==> src/rtl/cache_fill_pkg.sv <==
// cache_fill_pkg: shared state encoding and default geometry for the cache fill engine
package cache_fill_pkg;
  typedef enum logic {IDLE, FILL} state_t;
  localparam int DEF_WORDS_PER_BLOCK = 8;
  localparam int DEF_TIMEOUT_CYCLES = 32;
  localparam int WORD_IDX_BITS = $clog2(DEF_WORDS_PER_BLOCK);
  localparam int BLOCK_OFFSET_BITS = WORD_IDX_BITS + 1;
  localparam int TIMEOUT_CNT_BITS = $clog2(DEF_TIMEOUT_CYCLES + 1);
endpackage

==> src/rtl/cache_fill_fsm_fill_counter.sv <==
// fill_counter: up-counter with synchronous clear/enable and a terminal-count flag at LIMIT
module fill_counter #(
  parameter int WIDTH = 3,
  parameter int LIMIT = 7
) (
  input  logic             clk,
  input  logic             rst,
  input  logic             clr,
  input  logic             en,
  output logic [WIDTH-1:0] count,
  output logic             tc
);
  always_ff @(posedge clk)
    count <= (rst || clr) ? '0 : en ? count + 1'b1 : count;
  assign tc = count == WIDTH'(LIMIT);
endmodule

==> src/rtl/cache_fill_fsm.sv <==
// cache_fill_fsm: block fill engine for cache misses; FILL_TIMEOUT_EN adds a watchdog abort
module cache_fill_fsm
  import cache_fill_pkg::*;
#(
  parameter int ADDR_WIDTH = 16,
  parameter int WORDS_PER_BLOCK = DEF_WORDS_PER_BLOCK,
  parameter int TIMEOUT_CYCLES = DEF_TIMEOUT_CYCLES
) (
  input  logic                               clk,
  input  logic                               rst,
  input  logic                               miss_detected,
  input  logic [ADDR_WIDTH-1:0]              miss_address,
  output logic                               memory_enable,
  output logic [ADDR_WIDTH-1:0]              memory_address,
  input  logic                               memory_data_valid,
  input  logic [15:0]                        memory_data,
  output logic                               fsm_busy,
  output logic                               write_data_array,
  output logic [$clog2(WORDS_PER_BLOCK)-1:0] cache_word_index,
  output logic [15:0]                        cache_write_data,
  output logic                               write_tag_array,
  output logic                               fill_error
);
  localparam int IW = $clog2(WORDS_PER_BLOCK);
  localparam int OW = IW + 1;
  state_t state_q, state_d;
  logic [ADDR_WIDTH-1:0] base;
  logic [IW:0] issue_cnt;
  logic [IW-1:0] recv_cnt;
  logic issue_tc, recv_tc, fill, recv, last, done, timeout, clr;
  assign fill = state_q == FILL;
  assign recv = fill && memory_data_valid;
  assign last = recv && recv_tc;
  assign done = last || timeout;
  assign clr = !fill || done;
  fill_counter #(.WIDTH(IW + 1), .LIMIT(WORDS_PER_BLOCK)) u_issue (
    .clk(clk), .rst(rst), .clr(clr), .en(memory_enable), .count(issue_cnt), .tc(issue_tc)
  );
  fill_counter #(.WIDTH(IW), .LIMIT(WORDS_PER_BLOCK - 1)) u_recv (
    .clk(clk), .rst(rst), .clr(clr), .en(recv), .count(recv_cnt), .tc(recv_tc)
  );
`ifdef FILL_TIMEOUT_EN
  localparam int TW = $clog2(TIMEOUT_CYCLES + 1);
  logic [TW-1:0] wd_cnt;
  logic wd_tc;
  fill_counter #(.WIDTH(TW), .LIMIT(TIMEOUT_CYCLES)) u_wd (
    .clk(clk), .rst(rst), .clr(clr || memory_data_valid), .en(fill), .count(wd_cnt), .tc(wd_tc)
  );
  assign timeout = fill && wd_tc && !memory_data_valid;
`else
  assign timeout = 1'b0;
`endif
  assign fill_error = timeout;
  always_comb
    state_d = fill ? (done ? IDLE : FILL) : (miss_detected ? FILL : IDLE);
  always_ff @(posedge clk) begin
    state_q <= rst ? IDLE : state_d;
    base <= rst ? '0 : (!fill && miss_detected) ? miss_address & ~ADDR_WIDTH'((1 << OW) - 1) : base;
  end
  assign memory_enable = fill && !issue_tc;
  assign memory_address = memory_enable ? base | ADDR_WIDTH'({issue_cnt, 1'b0}) : '0;
  assign fsm_busy = fill;
  assign write_data_array = recv;
  assign cache_word_index = recv ? recv_cnt : '0;
  assign cache_write_data = memory_data;
  assign write_tag_array = last;
endmodule

==> config.mk <==
export PLATFORM = sky130hd
export DESIGN_NAME = cache_fill_fsm
export DESIGN_NICKNAME = d
export VERILOG_FILES = /design/src/rtl/cache_fill_pkg.sv /design/src/rtl/cache_fill_fsm_fill_counter.sv /design/src/rtl/cache_fill_fsm.sv
export SDC_FILE = /design/constraint.sdc
export NUM_CORES = 1
export LEC_CHECK = 0
export ABC_CLOCK_PERIOD_IN_PS = 1590
export CORE_MARGIN = 5
export CORE_UTILIZATION = 34
export CTS_CLUSTER_SIZE = 30
export DETAILED_ROUTE_END_ITERATION = 8
export GPL_TIMING_DRIVEN = 0
export PLACE_DENSITY_LB_ADDON = 0.25
export SYNTH_ARGS = -nofsm -noshare
export SYNTH_HDL_FRONTEND = slang
export SYNTH_SLANG_ARGS = --single-unit
==> constraint.sdc <==
create_clock -name clk -period 1.59 [get_ports clk]
set_input_delay 0.159 -clock clk [delete_from_list [all_inputs] [get_ports clk]]
set_output_delay 0.159 -clock clk [all_outputs]
set_load 0.01 [all_outputs]
==> impl_metrics.ini, run 1 <==
[yosys]
synth-edff-count = 0
synthDistinctLibCells = 27
synthCells = 136
synth_top_cell_area_share_pct = 37.0
yosys_warnings = 0
yosys_register_bits = 20
yosysSeqAreaShare_pct = 37.0
synth_flop_cell = dfxtp_1
synth_area_leader_cell = dfxtp_1
syn-cell-area_sq_um = 1080
yosysMostFrequentCell = nand2_1
synth_top_cells_by_count = 29 x nand2_1, 20 x dfxtp_1, 18 x buf_4, 15 x a21oi_1, 14 x and2_1
yosys-top-cells-area = dfxtp_1 37%, buf_4 12%, nand2_1 10%
synthArstFlopShare_pct = 0
synth_area_per_cell_sq_um = 7.96

[timing]
setup_viol = 14
fin_crit_ns = 1.71
period_share_pct = 108
hold_viol_final = 0
rsz0062_at_grt = true
fin_skew_ns = 0.00290
setup_tns_ns = -1.36
max_freq_ghz = 0.585
drv_slew = 0
setup_slack_ns = -0.120

[floorplan]
die_w_um = 66.4
die-area_sq_um = 4410
initial_core_util_pct = 35.5
num_rows = 20
die_h_um = 66.4
pin_count = 76
coreArea_sq_um = 3050

[drt]
wl_met1_mm = 1.17
drtIter0Drc = 31
vias = 1124
drtAntennaViolNets = 0
routed.top_layer = met4
drc = 0
first_pass_iters = 4
wl_met3_um = 243
route.met2.wl_mm = 1.64
routed_wl_mm = 3.16
via_per_inst = 4.59
wl_per_cell_um = 12.9

[layout]
layout-drive-gt1-share_pct = 38.3
fin_util_pct = 60.7
fin_cells = 245
diodes = 0
layout.nets = 243
areaGrowthSynthToFinish_pct = 71.2
final_area_sq_um = 1850

[place]
dp.cells = 233
placed_cell_area_sq_um = 1660
port_buffers = 52
hpwl_mm = 2.32
dpl_worst_slack_ns = -0.539
place.gp.congestion = 0.689

[pwr]
p_leak_uw = 0.000838
powerDensity_nw_per_um2 = 613
vdd_ir_drop_max_v = 0.000411

[worst_setup_path]
critical_path_class = reg2out
cp_data_arrival_time_ns = 1.55
startpoint_type = flop
worst-r2r-setup-slack_ns = 0.02
critPathRequiredTime_ns = 1.43
cp_max_fo = 5
cp-end-kind = primary output

[clock_network]
path_clk_slew_ns = 0.11
cts-buffers-inserted = 3
htree_num_levels = 1
cts-root-buf = clkbuf_4
clockBufferDepth = 2
cts_tree = yes
clkLatencyLatePin_ns = 0.29
clock_sinks = 20

[status]
status = finished, violations left
violations = negative setup slack

[hold_path]
hold_path_class = in2reg

[global_routing]
overflow = 0
grt_pass1_vias = 1187
antenna_found_initial = 0
grtUsageTotal_pct = 14.6
grt_pass1_wl_mm = 5.00
grt_max_degree = 11

[job]
drv_cap = 0
-- critical path, stage by stage, from the launching register on --
cell     delay, ns
dfxtp_2       0.34
inv_2         0.09
ha_4          0.14
nand2_4       0.05
o21a_4        0.23
buf_6         0.13
and2_4        0.15
buf_6         0.11
-- cell families after synthesis --
group                      Yosys count  synth area share (%)
AOI/OAI and AO/OA                   23                  12.5
xor gates and xnor gates             2                  1.62
adders and majority gates            4                  4.62
buffers and inverters               28                  17.0
DFF                                 20                  37.0
muxes                                1                  1.04
other                                1                 0.346
and+or+nand+nor                     57                  25.9
-- state kept, by name (all words and copies together) (netlist names) --
signal         flops
base              12
u_issue.count      4
u_recv.count       3
fsm_busy           1
-- what timing repair did --
item	4_1_cts	5_1_grt
buffers inserted	7	1
gates cloned	1	0
pin swaps	11	4
setup endpoints to repair	21	16
gates resized for setup	102	17
hold buffers	0	0
-- per-layer routing --
metal / vias to the layer above / track usage (%)
met1: 506 / 14.2
met5: - / 0
met2: 52 / 28.4
li1: 554 / -
met3: 12 / 3.40
met4: 0 / 6.85
-- path summary, 6_finish.rpt --
check,start,end,cells past startpoint
worst max-delay path,u_issue.count[0],memory_address[12],7
worst min-delay path,memory_data_valid,u_recv.count[1],3
worst max register to register,u_issue.count[0],u_issue.count[0],8
worst min register to register,base[10],base[10],2
-- report_power, final --
| group | internal, uW | total (uW) | switching (uW) |
|---|---|---|---|
| Sequential | 527 | 544 | 17.3 |
| Clock | 88.1 | 239 | 151 |
| Combinational | 209 | 351 | 142 |
| Total | 825 | 1140 | 311 |
-- stage by stage --
step / hold WS [ns] / power, uW
after floorplan: 0.228 / 697
after global placement: 0.437 / 834
after detailed placement: 0.444 / 841
after CTS: 0.243 / 1110
after global routing: 0.321 / 1200
final: 0.252 / 1140
-- placed cells by master (no fill, tap or decap), drive strengths merged --
| cell type | n |
|---|---|
| and3 | 4 |
| a21oi | 16 |
| and2 | 14 |
| a2111oi | 2 |
| clkbuf | 6 |
| nand4 | 1 |
| dlygate4sd2 | 5 |
| ha | 4 |
| buf | 46 |
| conb | 2 |
| o21a | 2 |
| dfxtp | 20 |
| nand3 | 2 |
| clkdlybuf4s50 | 31 |
| and2b | 1 |
| o21ai | 2 |
| nand2b | 1 |
| xor2 | 2 |
| nand2 | 30 |
| a211o | 1 |
| inv | 4 |
| or3b | 1 |
| nor2 | 2 |
| or3 | 1 |
| mux2 | 1 |
-- cell type report --
| type | instances | area [sq um] |
|---|---|---|
| fill | 297 | 1200 |
| timing repair buffer | 61 | 608 |
| clock buffer | 3 | 22.5 |
| inverter | 4 | 15.0 |
| sequential | 20 | 409 |
| buffer | 24 | 175 |
| multi-input combinational | 89 | 568 |
| tap | 44 | 55.1 |
No activity file was read; power rests on OpenSTA's default activity.
==> inputs of run 2 (changes only) <==
--- a/config.mk
+++ b/config.mk
@@ -6,7 +6,6 @@
 export NUM_CORES = 1
 export LEC_CHECK = 0
 export ABC_CLOCK_PERIOD_IN_PS = 1590
-export CORE_MARGIN = 5
 export CORE_UTILIZATION = 34
 export CTS_CLUSTER_SIZE = 30
 export DETAILED_ROUTE_END_ITERATION = 8
@@ -15,3 +14,4 @@
 export SYNTH_ARGS = -nofsm -noshare
 export SYNTH_HDL_FRONTEND = slang
 export SYNTH_SLANG_ARGS = --single-unit
+export TNS_END_PERCENT = 5
==> run 2 against run 1 <==
  * The run still ends with negative setup slack left
  * Total power up 14%
  * Utilization up 1.4 points
  * Critical path depth unchanged
  * Die area down 23%
  * First-iteration DRC count down 23%
  * Cell area up 1.5%
  * Clock power up 75%
  * Global-route usage up 3.0 points
  * Critical endpoint is now memory_address[5]
  * Non-clock buffer count down 1
  * Clock skew down 0.00056 ns
  * Wire length down 9.3%
==> impl_metrics.ini, run 2 (synthesis gave the netlist of run 1 again) <==
[timing]
drv_slew = 0
setup_viol = 14
rsz0062_at_grt = true
period_share_pct = 106
fin_skew_ns = 0.00235
setup_slack_ns = -0.0889
whs_ns = 0.242
fin_crit_ns = 1.68
max_freq_ghz = 0.596
hold_viol_final = 0

[worst_setup_path]
startpoint_type = flop
critical_path_class = reg2out
cp_max_fo = 6
cp_data_arrival_time_ns = 1.52
cp-end-kind = primary output
critPathRequiredTime_ns = 1.43

[layout]
mostFrequentLayoutCells = 31 x clkdlybuf4s50_1, 28 x nand2_1, 24 x buf_4
final_area_sq_um = 1880
nFillCells = 275
layout-drive-gt1-share_pct = 37.8
final_common_cell = clkdlybuf4s50_1
seq_area_sq_um = 409
top_regs = base x12, u_issue.count x4, u_recv.count x3
layout.nets = 242
regMostFlops = base
fin_util_pct = 62.1
multi_input_comb_area_sq_um = 584
diodes = 0
areaGrowthSynthToFinish_pct = 73.8
largest_register_ffs = 12

[place]
hpwl_mm = 2.01
place.gp.congestion = 0.645
placed_cell_area_sq_um = 1660
port_buffers = 52

[floorplan]
initial_core_util_pct = 35.7
die-area_sq_um = 3410
pin_count = 76
num_rows = 20
die_h_um = 58.4
coreArea_sq_um = 3030
die_w_um = 58.4

[clock_network]
cts_tree = yes
clkLatencyLatePin_ns = 0.31
cts-buffers-inserted = 3
clockBufferDepth = 2
postCtsHoldBufs = 0
path_clk_slew_ns = 0.11
htree_num_levels = 1
clock_sinks = 20
cts-root-buf = clkbuf_4

[pwr]
p_int_uw = 979
p_seq_share_pct = 41.7
clockPowerShare_pct = 32.3
comb_power_share_pct = 26.0
powerDensity_nw_per_um2 = 689
p_leak_uw = 0.000834
sw_frac_of_total_pct = 24.4
p_sw_uw = 317
vdd_ir_drop_max_v = 0.000546

[global_routing]
grt_pass1_vias = 1053
overflow = 0
antenna_found_initial = 0
grtUsageTotal_pct = 17.6
grt_pass1_wl_mm = 4.63
grt_max_degree = 13

[job]
drv_cap = 0

[status]
violations = negative setup slack
status = finished, violations left

[drt]
wl_per_cell_um = 11.7
drtIter0Drc = 24
first_pass_iters = 4
routed_wl_mm = 2.87
vias = 1115
drc = 0
via_per_inst = 4.55
drtAntennaViolNets = 0

[hold_path]
hold_path_class = in2reg
## run 2: worst paths after layout
| kind | startpoint | to | slack (ns) | cells past startpoint |
|---|---|---|---|---|
| worst max-delay path | u_issue.count[0] | memory_address[5] | -0.09 | 7 |
| worst min-delay path | memory_data_valid | u_recv.count[2] | 0.24 | 3 |
| worst max register to register | u_issue.count[0] | u_issue.count[0] | 0.11 | 7 |
| worst min register to register | base[7] | base[7] | 0.47 | 2 |
## run 2: routing by layer
layer / GRT usage, % / vias to the layer above / wire (um)
met4: 4.08 / 0 / 31
met2: 35.0 / 27 / 1590
met3: 5.27 / 5 / 141
met5: 0 / - / 0
met1: 17.6 / 530 / 1100
li1: - / 553 / -
## run 2: layout make-up
cell class / count / area share, %
multi-input cells: 89 / 31.1
clock buffers: 3 / 1.20
repair buffers: 60 / 31.3
inverters: 4 / 0.798
clock inverters: 1 / 1.60
well taps: 44 / 2.93
flip-flops and latches: 20 / 21.8
plain buffers: 24 / 9.31
## run 2: through the flow
stage                     cells  setup slack, ns  setup TNS [ns]  total power [uW]
after detailed placement    233           -0.500           -5.94               838
final                       245          -0.0889           -1.09              1300
after global placement      233           -0.448           -5.32               831
after floorplan             137            0.195               0               697
after global routing        245           -0.144           -1.84              1360
after CTS                   244          -0.0949           -1.22              1300
## run 2: power groups by stage
stage / registers (uW) / logic [uW] / clock network [uW]
floorplan: 550 / 147 / 0
global placement: 552 / 279 / 0
detailed placement: 553 / 285 / 0
CTS: 540 / 330 / 435
global route: 544 / 364 / 450
finish: 541 / 337 / 418
## run 2: repair_timing
item	CTS	global route
resized for setup	106	10
cloned	1	0
endpoints found under the setup margin	21	16
pin swaps	15	2
buffers inserted	6	1
## run 2: worst max-delay path, cell delays in order, from the launching register on
cell,delay (ns)
dfxtp_2,0.35
inv_2,0.08
ha_4,0.14
nand2_4,0.05
o21a_4,0.22
buf_6,0.13
and2_1,0.12
buf_2,0.13
